## config.mk

```make
export PLATFORM = sky130hd
export DESIGN_NAME = ir_cmd_controller
export DESIGN_NICKNAME = d
export VERILOG_FILES = /design/src/rtl/ir_pkg.sv /design/src/rtl/ir_cmd_controller_frame_check.sv /design/src/rtl/ir_cmd_controller.sv
export SDC_FILE = /design/constraint.sdc
export NUM_CORES = 1
export LEC_CHECK = 0
export ABC_AREA = 0
export CAP_MARGIN = 10
export CORE_MARGIN = 4
export CORE_UTILIZATION = 35
export CTS_BUF_LIST = sky130_fd_sc_hd__clkbuf_8
export CTS_CLUSTER_DIAMETER = 100
export DETAILED_ROUTE_END_ITERATION = 10
export PLACE_DENSITY_LB_ADDON = 0.15
export SYNTH_ARGS = -nofsm -noshare
export SYNTH_HDL_FRONTEND = slang
export SYNTH_SLANG_ARGS = --single-unit
```

## constraint.sdc

```tcl
create_clock -name CLOCK_50 -period 2 [get_ports CLOCK_50]
set_clock_uncertainty 0.15 [all_clocks]
set_input_delay 0.4 -clock CLOCK_50 [delete_from_list [all_inputs] [get_ports CLOCK_50]]
set_output_delay 0.4 -clock CLOCK_50 [all_outputs]
set_load 0.02 [all_outputs]
```

## src/rtl/ir_pkg.sv

```systemverilog
// Shared types and constants for the NEC IR command controller.
package ir_pkg;

    typedef enum logic [1:0] {
        IDLE      = 2'd0,
        ISSUE     = 2'd1,
        HOLD      = 2'd2,
        ISSUE_RPT = 2'd3
    } ctl_state_t;

    typedef struct packed {
        logic [7:0] addr;
        logic [7:0] addr_n;
        logic [7:0] cmd;
        logic [7:0] cmd_n;
    } nec_frame_t;

    // Nominal NEC repeat-code spacing (108 ms) and board clock.
    localparam int NEC_REPEAT_PERIOD_CYC = 5_400_000;
    localparam int CLK_HZ                = 50_000_000;

endpackage

```

## src/rtl/ir_cmd_controller_frame_check.sv

```systemverilog
// Combinational NEC frame integrity check: command complement pair, and
// optionally the address complement pair plus a device address match.
module ir_frame_check
    import ir_pkg::*;
#(
    parameter logic [7:0] DEV_ADDR    = 8'h00,
    parameter int         ADDR_FILTER = 1
) (
    input  nec_frame_t i_frame,
    output logic       o_good
);

    logic w_cmd_ok;
    logic w_addr_ok;

    assign w_cmd_ok  = (i_frame.cmd == ~i_frame.cmd_n);
    assign w_addr_ok = (i_frame.addr == ~i_frame.addr_n) && (i_frame.addr == DEV_ADDR);
    assign o_good    = w_cmd_ok && ((ADDR_FILTER == 0) || w_addr_ok);

endmodule

```

## src/rtl/ir_cmd_controller.sv

```systemverilog
// NEC IR command sequencer: validates decoded frames, tracks held keys via
// repeat codes and issues commands over a valid/ready handshake.
// Optional feature macro: IRCTL_AUTOREPEAT_EN (held-key auto-repeat with
// release timeout). Without it, repeat codes are ignored and a transfer
// returns straight to IDLE.
module ir_cmd_controller
    import ir_pkg::*;
#(
    parameter logic [7:0] DEV_ADDR     = 8'h00,
    parameter int         ADDR_FILTER  = 1,
    parameter int         HOLD_TIMEOUT = 6_000_000,
    parameter int         REPEAT_DIV   = 1
) (
    input  logic       CLOCK_50,
    input  logic       RESET,
    input  logic       frm_valid,
    input  logic       frm_repeat,
    input  logic [7:0] frm_addr,
    input  logic [7:0] frm_addr_n,
    input  logic [7:0] frm_cmd,
    input  logic [7:0] frm_cmd_n,
    output logic       cmd_valid,
    input  logic       cmd_ready,
    output logic [7:0] cmd_code,
    output logic       cmd_is_repeat,
    output logic [7:0] LEDR,
    output logic [7:0] err_cnt
);

    ctl_state_t r_state, w_state_nxt;
    nec_frame_t w_frame;
    logic       w_good;
    logic       w_data;
    logic       w_xfer;
    logic       w_load;
    logic       w_err;
    logic [7:0] r_cmd_code;
    logic [7:0] r_ledr;
    logic [7:0] r_err_cnt;

    assign w_frame = {frm_addr, frm_addr_n, frm_cmd, frm_cmd_n};

    ir_frame_check #(
        .DEV_ADDR    (DEV_ADDR),
        .ADDR_FILTER (ADDR_FILTER)
    ) u_frame_check (
        .i_frame (w_frame),
        .o_good  (w_good)
    );

    assign w_data    = frm_valid && !frm_repeat;
    assign cmd_valid = (r_state == ISSUE) || (r_state == ISSUE_RPT);
    assign w_xfer    = cmd_valid && cmd_ready;
    assign cmd_code  = r_cmd_code;
    assign LEDR      = r_ledr;
    assign err_cnt   = r_err_cnt;

`ifdef IRCTL_AUTOREPEAT_EN
    localparam int TW = $clog2(HOLD_TIMEOUT + 1);
    localparam int CW = $clog2(REPEAT_DIV + 1);

    logic          w_rpt;
    logic [TW-1:0] r_timer;
    logic [CW-1:0] r_rpt_cnt;
    logic          r_is_repeat;
    logic          w_timer_clr;
    logic          w_cnt_clr;
    logic          w_cnt_inc;
    logic          w_set_rpt;
    logic          w_timeout;
    logic          w_div_hit;

    assign w_rpt         = frm_valid && frm_repeat;
    assign w_timeout     = (r_timer == TW'(HOLD_TIMEOUT - 1));
    // Counter reaches REPEAT_DIV on this repeat code
    assign w_div_hit     = (r_rpt_cnt == CW'(REPEAT_DIV - 1));
    assign cmd_is_repeat = r_is_repeat;
`else
    assign cmd_is_repeat = 1'b0;
`endif

    // Next-state and datapath strobes; a data frame always overrides a pending timeout
    always_comb begin
        w_state_nxt = r_state;
        w_load      = 1'b0;
        w_err       = 1'b0;
`ifdef IRCTL_AUTOREPEAT_EN
        w_timer_clr = 1'b0;
        w_cnt_clr   = 1'b0;
        w_cnt_inc   = 1'b0;
        w_set_rpt   = 1'b0;
`endif
        case (r_state)
            IDLE: begin
                if (w_data) begin
                    if (w_good) begin
                        w_load      = 1'b1;
                        w_state_nxt = ISSUE;
                    end else begin
                        w_err = 1'b1;
                    end
                end
            end
            ISSUE, ISSUE_RPT: begin
                if (w_xfer) begin
`ifdef IRCTL_AUTOREPEAT_EN
                    w_state_nxt = HOLD;
                    w_timer_clr = 1'b1;
                    w_cnt_clr   = 1'b1;
`else
                    w_state_nxt = IDLE;
`endif
                    // A frame landing on the transfer cycle is handled as if already past the handshake
                    if (w_data) begin
                        if (w_good) begin
                            w_load      = 1'b1;
                            w_state_nxt = ISSUE;
                        end else begin
                            w_err = 1'b1;
                        end
                    end
                end else if (w_data) begin
                    // Output still stalled: the new frame has nowhere to go
                    w_err = 1'b1;
                end
            end
`ifdef IRCTL_AUTOREPEAT_EN
            HOLD: begin
                if (w_data) begin
                    if (w_good) begin
                        w_load      = 1'b1;
                        w_state_nxt = ISSUE;
                    end else begin
                        w_err = 1'b1;
                    end
                end else if (w_rpt) begin
                    w_timer_clr = 1'b1;
                    if (w_div_hit) begin
                        w_cnt_clr   = 1'b1;
                        w_set_rpt   = 1'b1;
                        w_state_nxt = ISSUE_RPT;
                    end else begin
                        w_cnt_inc = 1'b1;
                    end
                end else if (w_timeout) begin
                    w_state_nxt = IDLE;
                end
            end
`endif
            default: w_state_nxt = IDLE;
        endcase
    end

    // State register
    always_ff @(posedge CLOCK_50 or posedge RESET) begin
        if (RESET) r_state <= IDLE;
        else       r_state <= w_state_nxt;
    end

    // Command latch, LED mirror and saturating error counter
    always_ff @(posedge CLOCK_50 or posedge RESET) begin
        if (RESET) begin
            r_cmd_code <= 8'h00;
            r_ledr     <= 8'h00;
            r_err_cnt  <= 8'h00;
        end else begin
            if (w_load) begin
                r_cmd_code <= frm_cmd;
                r_ledr     <= frm_cmd;
            end
            if (w_err && (r_err_cnt != 8'hFF)) r_err_cnt <= r_err_cnt + 8'd1;
        end
    end

`ifdef IRCTL_AUTOREPEAT_EN
    // Hold timer, repeat divider and repeat flag for the held key
    always_ff @(posedge CLOCK_50 or posedge RESET) begin
        if (RESET) begin
            r_timer     <= '0;
            r_rpt_cnt   <= '0;
            r_is_repeat <= 1'b0;
        end else begin
            if (w_timer_clr)                          r_timer <= '0;
            else if (r_state == HOLD && !w_timeout)   r_timer <= r_timer + 1'b1;
            if (w_cnt_clr || w_load)                  r_rpt_cnt <= '0;
            else if (w_cnt_inc)                       r_rpt_cnt <= r_rpt_cnt + 1'b1;
            if (w_load)                               r_is_repeat <= 1'b0;
            else if (w_set_rpt)                       r_is_repeat <= 1'b1;
        end
    end
`endif

endmodule

```

==> impl_summary.txt, run 1 <==
----------------------------------------------------
[Run status]
  Result of the run ... finished, violations left
  Failing checks ... negative setup slack

[Routing]
  Number of nets still failing antenna checks after routing ... 0
  Routed wire length ... 2910 µm
  Routed wire per std cell ... 14.8 µm
  Total number of vias ... 925
  Number of optimization iterations in the first detailed-route pass ... 3
  Via density per instance ... 4.72
  Drc violations ... 0
  Initial detailed-routing violation count ... 16

[Worst setup path]
  Startpoint kind of the worst setup timing path ... primary input
  Worst stage delay on the critical path ... 540 ps
  CP Max Fanout ... 8
  Slack of the worst reg-to-reg path ... 140 ps
  Kind of capture point of the worst setup path ... flip-flop
  Data arrival at the endpoint of the critical path ... 2080 ps
  List of cells traversed by the critical path ... buf_6, nor4b_4, nand4_1, or4_4, nor3_4, nand3_4, mux2_4
  Worst setup path class ... in -> reg
  Critical path's slowest cell ... sky130_fd_sc_hd__or4_4
  Data required, critical path ... 1990 ps

[Synth]
  Mean post-synth cell area ... 11.0 µm²
  Mapped cell area ... 0.00103 mm²
  Net count after synthesis ... 132
  Multiplexer share of the synthesized area ... 10.2%
  Adder-cell share of the synthesized area ... 1.21%
  Number of synthesized register bits ... 17
  Count of distinct cell types in the synthesized netlist ... 30
  Fraction of the mapped netlist area in compound gates ... 1.33%
  Sequential fraction of the synthesis area ... 41.2%
  Post-synthesis share of cell area spent on xor and xnor gates ... 16.1%
  Synth Instances ... 94
  Post-Synth Simple-Gate Area ... 22.4%
  Dominant combinational cell family by area after synthesis ... simple AND/OR/NAND/NOR gates
  Warnings from Yosys ... 0

[Timing]
  Setup Viol. Count Final ... 15
  Final min period ... 2090 ps
  Least setup slack across all paths after layout ... -91.8 ps
  Slew Viols, Final ... 0
  Hold Violations, Final ... 0
  Maximum clock frequency ... 478 MHz
  Fin crit share ... 105%
  Worst Tran Pin Value ... 652 ps
  Slew Limit Headroom ... 56.5%
  Unrepaired setup endpoints after global routing ... yes

[GRT]
  Number of antenna violations at the first check in global routing ... 0
  Total grt overflow ... 0
  Via count of the first global-routing pass ... 1074
  Global-route wire length before repair ... 4860 µm
  Pin count of the biggest net entering global routing ... 18
  Total routing resource utilization after global routing ... 15.3%

[Placement]
  Placed cell area ... 0.00171 mm²
  I/O Buffers ... 61
  Post-DP HPWL ... 2250 µm
  Placer congestion estimate ... 0.819

[Pwr]
  Portion of total power attributed to the clock network ... 20.9%
  Leakage power figure ... 0.869 nW
  Cell internal pwr ... 0.817 mW
  Register share of total power ... 38.7%
  Maximum ir drop on the vdd rail ... 0.948 mV
  P_sw ... 0.406 mW
  Combinational share of power ... 40.4%
  Cell Pwr Density ... 660 mW/mm²
  Switching part of the total ... 33.2%

[Clock tree]
  Number of buffers added to fix hold violations after cts ... 0
  Clock Latency Late Sink ... 250 ps
  CTS clock-pin slew for the worst setup and hold paths ... 70 ps
  CTS tree ... yes
  # H-tree levels ... 1
  Clock tree root buffer cell ... sky130_fd_sc_hd__clkbuf_8
  Clock sink count ... 17
  Cts bufs inserted ... 3
  Largest buffer count on any clock path ... 2

[Die]
  I/O Pins ... 63
  Die Outline Area ... 0.00389 mm²
  Horizontal die dimension ... 62.3 µm
  Core Rows ... 19
  Effective utilization at floorplan ... 37.2%
  Core area ... 0.00278 mm²
  Die Y ... 62.3 µm

[Job]
  Count of maximum capacitance violations ... 0

[Final layout]
  Share of post-route cells with drive strength above 1 ... 32.7%
  Post-route cell area ... 0.00185 mm²
  Fin util ... 66.6%
  Filler instances ... 223
  Fin nets ... 204
  Synthesis-to-layout area growth ... 79.3%
  Antenna diode count ... 0

[Hold path]
  Worst hold path type ... reg -> reg

----------------------------------------------------
==> cell type report <==
cell class                 instances  area (µm²)  area share (%)
sequential                        17         425            23.0
multi-input combinational         66         652            35.2
timing repair buffer              76         684            36.9
clock buffer                       3        41.3            2.23
inverter                           2        7.51           0.405
clock inverter                     1        3.75           0.203
tap                               31        38.8            2.09
==> placed cells by master (no fill, tap or decap), drive strengths merged, types with 3 or more instances in the layout <==
cell type      netlist  layout
clkdlybuf4s50        0      33
buf                  9      23
dfrtp               17      17
dlygate4sd2          0      14
xor2                10      10
xnor2                9       9
mux2                 9       9
nand3                6       6
nor3                 5       5
nand2                4       4
clkbuf               0       4
clkdlybuf4s15        0       4
and3                 3       3
inv                  2       3
nor2                 3       3
nor3b                3       3
==> sequential cells by signal, indices dropped and copies added (netlist names) <==
| signal | count |
|---|---|
| err_cnt | 8 |
| LEDR | 8 |
| r_state | 1 |
==> logic make-up after synthesis <==
| family | Yosys count |
|---|---|
| AO/OA/AOI/OAI | 2 |
| multiplexers | 9 |
| XOR/XNOR | 19 |
| other | 1 |
| adder cells (fa/ha/maj) | 1 |
| AND/OR/NAND/NOR | 34 |
| buffers and inverters | 11 |
| flip-flops | 17 |
==> final timing paths <==
kind                        startpoint         end  cells after the start
hold / removal              err_cnt[6]  err_cnt[6]                      1
hold reg to reg             err_cnt[6]  err_cnt[6]                      1
setup / recovery           frm_addr[3]     LEDR[1]                      7
setup reg to reg            err_cnt[0]  err_cnt[4]                      7
min in group asynchronous        RESET     LEDR[4]                      2
max in group asynchronous        RESET  err_cnt[2]                      2
==> timing repair <==
item                                    CTS  global route
pin swaps                                20            11
resized for setup                        74            10
buffers inserted                          2             0
endpoints found under the hold margin     0             0
endpoints found under the setup margin   16            16
==> layer usage <==
metal	vias to the layer above	GRT usage [%]	part of all wire, %
met4	0	4.77	0.72
met2	34	25.8	52
li1	458	-	-
met3	2	3.06	5.6
met1	431	19.4	42
met5	-	0	0
==> power by group through the flow <==
stage                     registers, mW  logic, mW  clock network (mW)
after global routing              0.486      0.533               0.277
after global placement            0.477      0.468                   0
after detailed placement          0.479      0.474                   0
after CTS                         0.474      0.490               0.262
after floorplan                   0.541      0.158                   0
final                             0.473      0.494               0.256
==> through the flow <==
stage / setup slack (ps) / cells / power, mW / hold slack [ps] / setup TNS (ps)
after floorplan: -139 / 94 / 0.699 / 176 / -967
final: -91.8 / 196 / 1.22 / 335 / -855
after CTS: -136 / 196 / 1.23 / 343 / -1040
after detailed placement: -739 / 190 / 0.953 / 337 / -10720
after global placement: -624 / 190 / 0.945 / 326 / -9420
after global routing: -156 / 196 / 1.30 / 359 / -2000
==> cell usage after synthesis <==
cell type	n	area share [%]
sky130_fd_sc_hd__and3_1	3	1.8
sky130_fd_sc_hd__buf_4	9	6.5
sky130_fd_sc_hd__conb_1	1	0.36
sky130_fd_sc_hd__dfrtp_1	17	41
sky130_fd_sc_hd__ha_1	1	1.2
sky130_fd_sc_hd__inv_1	2	0.73
sky130_fd_sc_hd__mux2_2	8	8.7
sky130_fd_sc_hd__mux2_4	1	1.5
sky130_fd_sc_hd__nand2_1	4	1.5
sky130_fd_sc_hd__nand2b_1	1	0.61
sky130_fd_sc_hd__nand3_1	5	2.4
sky130_fd_sc_hd__nand3_2	1	0.97
sky130_fd_sc_hd__nand3b_1	1	0.73
sky130_fd_sc_hd__nand4_1	2	1.2
sky130_fd_sc_hd__nand4bb_1	1	1.1
sky130_fd_sc_hd__nor2_1	2	0.73
sky130_fd_sc_hd__nor2_2	1	0.61
sky130_fd_sc_hd__nor2b_1	1	0.61
sky130_fd_sc_hd__nor3_1	4	1.9
sky130_fd_sc_hd__nor3_2	1	0.97
sky130_fd_sc_hd__nor3b_1	2	1.5
sky130_fd_sc_hd__nor3b_4	1	1.8
sky130_fd_sc_hd__nor4_1	1	0.61
sky130_fd_sc_hd__nor4b_1	1	0.85
sky130_fd_sc_hd__nor4b_2	1	1.5
sky130_fd_sc_hd__o21bai_1	1	0.73
sky130_fd_sc_hd__o22ai_1	1	0.61
sky130_fd_sc_hd__or4_4	1	1.1
sky130_fd_sc_hd__xnor2_1	9	7.6
sky130_fd_sc_hd__xor2_1	10	8.5
==> critical path: cells and delay by family <==
family,cells,cell delay (ps)
AND/OR/NAND/NOR,5,1260
buffers and inverters,1,100
multiplexers,1,340
No activity file was read; power rests on OpenSTA's default activity.
==> run 2: changes to the inputs <==
--- a/constraint.sdc
+++ b/constraint.sdc
@@ -3,3 +3,3 @@
 set_input_delay 0.4 -clock CLOCK_50 [delete_from_list [all_inputs] [get_ports CLOCK_50]]
 set_output_delay 0.4 -clock CLOCK_50 [all_outputs]
-set_load 0.02 [all_outputs]
+set_load 0.005 [all_outputs]
==> run 2 against run 1 <==
The flow still finishes with violations (negative setup slack); sequential share of layout area shrank 0.88 points; power is 5.1% lower; register-to-register slack better by 40 ps; largest power group is now sequential cells; core utilization grew 2.7 points.
==> impl_summary.txt, run 2 (same netlist as run 1, synthesis figures left out) <==
----------------------------------------------------
[Run status]
  Result of the run ... finished, violations left
  Failing checks ... negative setup slack

[Routing]
  Total number of vias ... 951 (+2.8%)
  Drc violations ... 0 (unchanged)
  Number of nets still failing antenna checks after routing ... 0 (unchanged)
  Routed wire per std cell ... 14.4 µm (-3.2%)
  Routed wire length ... 2860 µm (-1.7%)
  Number of optimization iterations in the first detailed-route pass ... 4 (+1)
  Initial detailed-routing violation count ... 30 (+14)
  Via density per instance ... 4.78 (+1.3%)

[Timing]
  Maximum clock frequency ... 495 MHz (+3.6%)
  Hold WS ... 332 ps (-3.80 ps)
  Slew Viols, Final ... 0 (unchanged)
  Worst Tran Pin Value ... 641 ps (-11.2 ps)
  Post-route setup TNS ... -21.6 ps (+833 ps)
  Least setup slack across all paths after layout ... -19.5 ps (+72.3 ps)
  Hold Violations, Final ... 0 (unchanged)
  Fin crit share ... 101% (-3.6 points)
  Slew Limit Headroom ... 57.2% (+0.75 points)
  Final min period ... 2020 ps (-72.3 ps)
  Unrepaired setup endpoints after global routing ... yes
  Setup Viol. Count Final ... 2 (-13)

[Final layout]
  Filler instances ... 205 (-8.1%)
  Antenna diode count ... 0 (unchanged)
  Fin nets ... 207 (+1.5%)
  Synthesis-to-layout area growth ... 86.4%
  Commonest cells after routing, fill and taps aside ... sky130_fd_sc_hd__clkdlybuf4s50_1, sky130_fd_sc_hd__dfrtp_1, sky130_fd_sc_hd__buf_4, sky130_fd_sc_hd__dlygate4sd2_1, sky130_fd_sc_hd__xor2_1
  Share of post-route cells with drive strength above 1 ... 36.9% (+4.2 points)
  Most common cell after layout, fill and taps aside ... sky130_fd_sc_hd__clkdlybuf4s50_1

[Worst setup path]
  R2R depth ... 7 (unchanged)
  Cell family with the largest share of critical-path delay ... simple AND/OR/NAND/NOR gates
  Critical path's slowest cell ... sky130_fd_sc_hd__or4_4
  Worst setup path class ... in -> reg
  CP Max Fanout ... 8 (unchanged)
  Worst stage delay on the critical path ... 520 ps (-20 ps)
  Bufs and invs on worst path ... 1 (unchanged)
  List of cells traversed by the critical path ... dlygate4sd2_1, xnor2_1, or4_4, nor3_4, nand3_4, mux2_4
  Critical register-to-register path startpoint ... err_cnt[0]
  Data required, critical path ... 1990 ps (about the same)
  Startpoint kind of the worst setup timing path ... primary input
  Data arrival at the endpoint of the critical path ... 2010 ps (-70 ps)
  Capture instance of the worst register-to-register path ... err_cnt[5]
  Kind of capture point of the worst setup path ... flip-flop
  Slack of the worst reg-to-reg path ... 180 ps (+40 ps)

[Clock tree]
  CTS tree ... yes
  Clock Latency Late Sink ... 250 ps (about the same)
  Clock sink count ... 17 (unchanged)
  Clock tree root buffer cell ... sky130_fd_sc_hd__clkbuf_8
  Cts bufs inserted ... 3 (unchanged)
  CTS clock-pin slew for the worst setup and hold paths ... 70 ps (about the same)
  Largest buffer count on any clock path ... 2 (unchanged)
  # H-tree levels ... 1 (unchanged)
  Number of buffers added to fix hold violations after cts ... 0 (unchanged)

[Pwr]
  P_sw ... 0.337 mW (-17%)
  Cell internal pwr ... 0.825 mW (+0.90%)
  Maximum ir drop on the vdd rail ... 0.644 mV (-32%)
  Portion of total power attributed to the clock network ... 22.3% (+1.4 points)
  Leakage power figure ... 0.932 nW (+7.2%)
  Combinational share of power ... 37.2% (-3.2 points)
  Register share of total power ... 40.4% (+1.7 points)
  Switching part of the total ... 29.0% (-4.2 points)
  Cell Pwr Density ... 603 mW/mm² (-8.7%)

[Die]
  Core Rows ... 19 (unchanged)
  Core area ... 0.00278 mm² (unchanged)
  I/O Pins ... 63 (unchanged)
  Effective utilization at floorplan ... 37.2% (unchanged)
  Horizontal die dimension ... 62.3 µm (unchanged)
  Die Outline Area ... 0.00389 mm² (unchanged)
  Die Y ... 62.3 µm (unchanged)

[Hold path]
  Cell depth of the worst min-delay path ... 1 (unchanged)
  Start point of the worst min-delay path ... err_cnt[6]
  Worst hold path type ... reg -> reg
  Worst Hold Path EP ... err_cnt[6]

[GRT]
  Pin count of the biggest net entering global routing ... 18 (unchanged)
  Via count of the first global-routing pass ... 1011 (-5.9%)
  Total routing resource utilization after global routing ... 15.3% (+0.043 points)
  Total grt overflow ... 0 (unchanged)
  Global-route wire length before repair ... 4730 µm (-2.6%)
  Number of antenna violations at the first check in global routing ... 0 (unchanged)

[Job]
  Count of maximum capacitance violations ... 0 (unchanged)

[Placement]
  DP Worst Slack ... -710 ps (+28.9 ps)
  Post-DP HPWL ... 2130 µm (-5.2%)
  Placer congestion estimate ... 0.813 (-0.74%)
  I/O Buffers ... 61 (unchanged)

----------------------------------------------------
==> run 2: stage by stage <==
| stage | instance area (µm²) | utilization, % | power [mW] | std cells |
|---|---|---|---|---|
| floorplan | 1030 | - | 0.630 | 94 |
| global placement | 1730 | 62.1 | 0.877 | 192 |
| detailed placement | 1730 | 62.1 | 0.880 | 192 |
| CTS | 1860 | 66.8 | 1.15 | 199 |
| global route | 1930 | 69.3 | 1.24 | 199 |
| finish | 1930 | 69.3 | 1.16 | 199 |
==> run 2: per-layer routing <==
metal / vias to the layer above / part of all wire (%) / GRT usage (%)
li1: 467 / - / -
met1: 447 / 43 / 19.2
met2: 33 / 50 / 24.5
met3: 4 / 5.5 / 3.78
met4: 0 / 1.8 / 7.16
met5: - / 0 / 0
==> run 2: area by class of cell <==
cell class / count / area (µm²) / share of cell area, %
timing repair buffer: 79 / 716 / 37.1
clock inverter: 1 / 5.00 / 0.260
multi-input combinational: 66 / 693 / 36.0
inverter: 2 / 7.51 / 0.390
clock buffer: 3 / 41.3 / 2.14
sequential: 17 / 425 / 22.1
tap: 31 / 38.8 / 2.01
==> run 2: repair_timing <==
item,in CTS,in global routing
endpoints found under the setup margin,16,16
pin swaps,20,20
setup buffers,3,1
gates resized for setup,59,27
==> run 2: how the worst max path moves through the flow <==
| stage | cells after the start | slack (ps) | endpoint | startpoint |
|---|---|---|---|---|
| 2_1_floorplan | 6 | -140 | err_cnt[1] | frm_addr[0] |
| 3_3_place_gp | 7 | -640 | LEDR[2] | frm_addr[1] |
| 4_1_cts | 7 | -160 | LEDR[5] | frm_addr[1] |
| 3_5_place_dp | 7 | -710 | LEDR[5] | frm_addr[1] |
| 5_1_grt | 7 | -110 | LEDR[5] | frm_cmd_n[3] |
| 6_report | 6 | -20 | LEDR[5] | frm_cmd[0] |
==> run 2: power by group through the flow <==
| stage | clock network, mW | registers (mW) | logic (mW) |
|---|---|---|---|
| final | 0.259 | 0.470 | 0.433 |
| after detailed placement | 0 | 0.477 | 0.403 |
| after CTS | 0.265 | 0.471 | 0.418 |
| after global placement | 0 | 0.476 | 0.401 |
| after global routing | 0.289 | 0.482 | 0.473 |
| after floorplan | 0 | 0.473 | 0.157 |
==> run 3: changes to the inputs <==
GPL_ROUTABILITY_DRIVEN = 0   (was unset)
HOLD_SLACK_MARGIN = 0.12   (was unset)
==> results of run 3 <==
No change in the layout: final DEF, timing and power equal those of run 2.
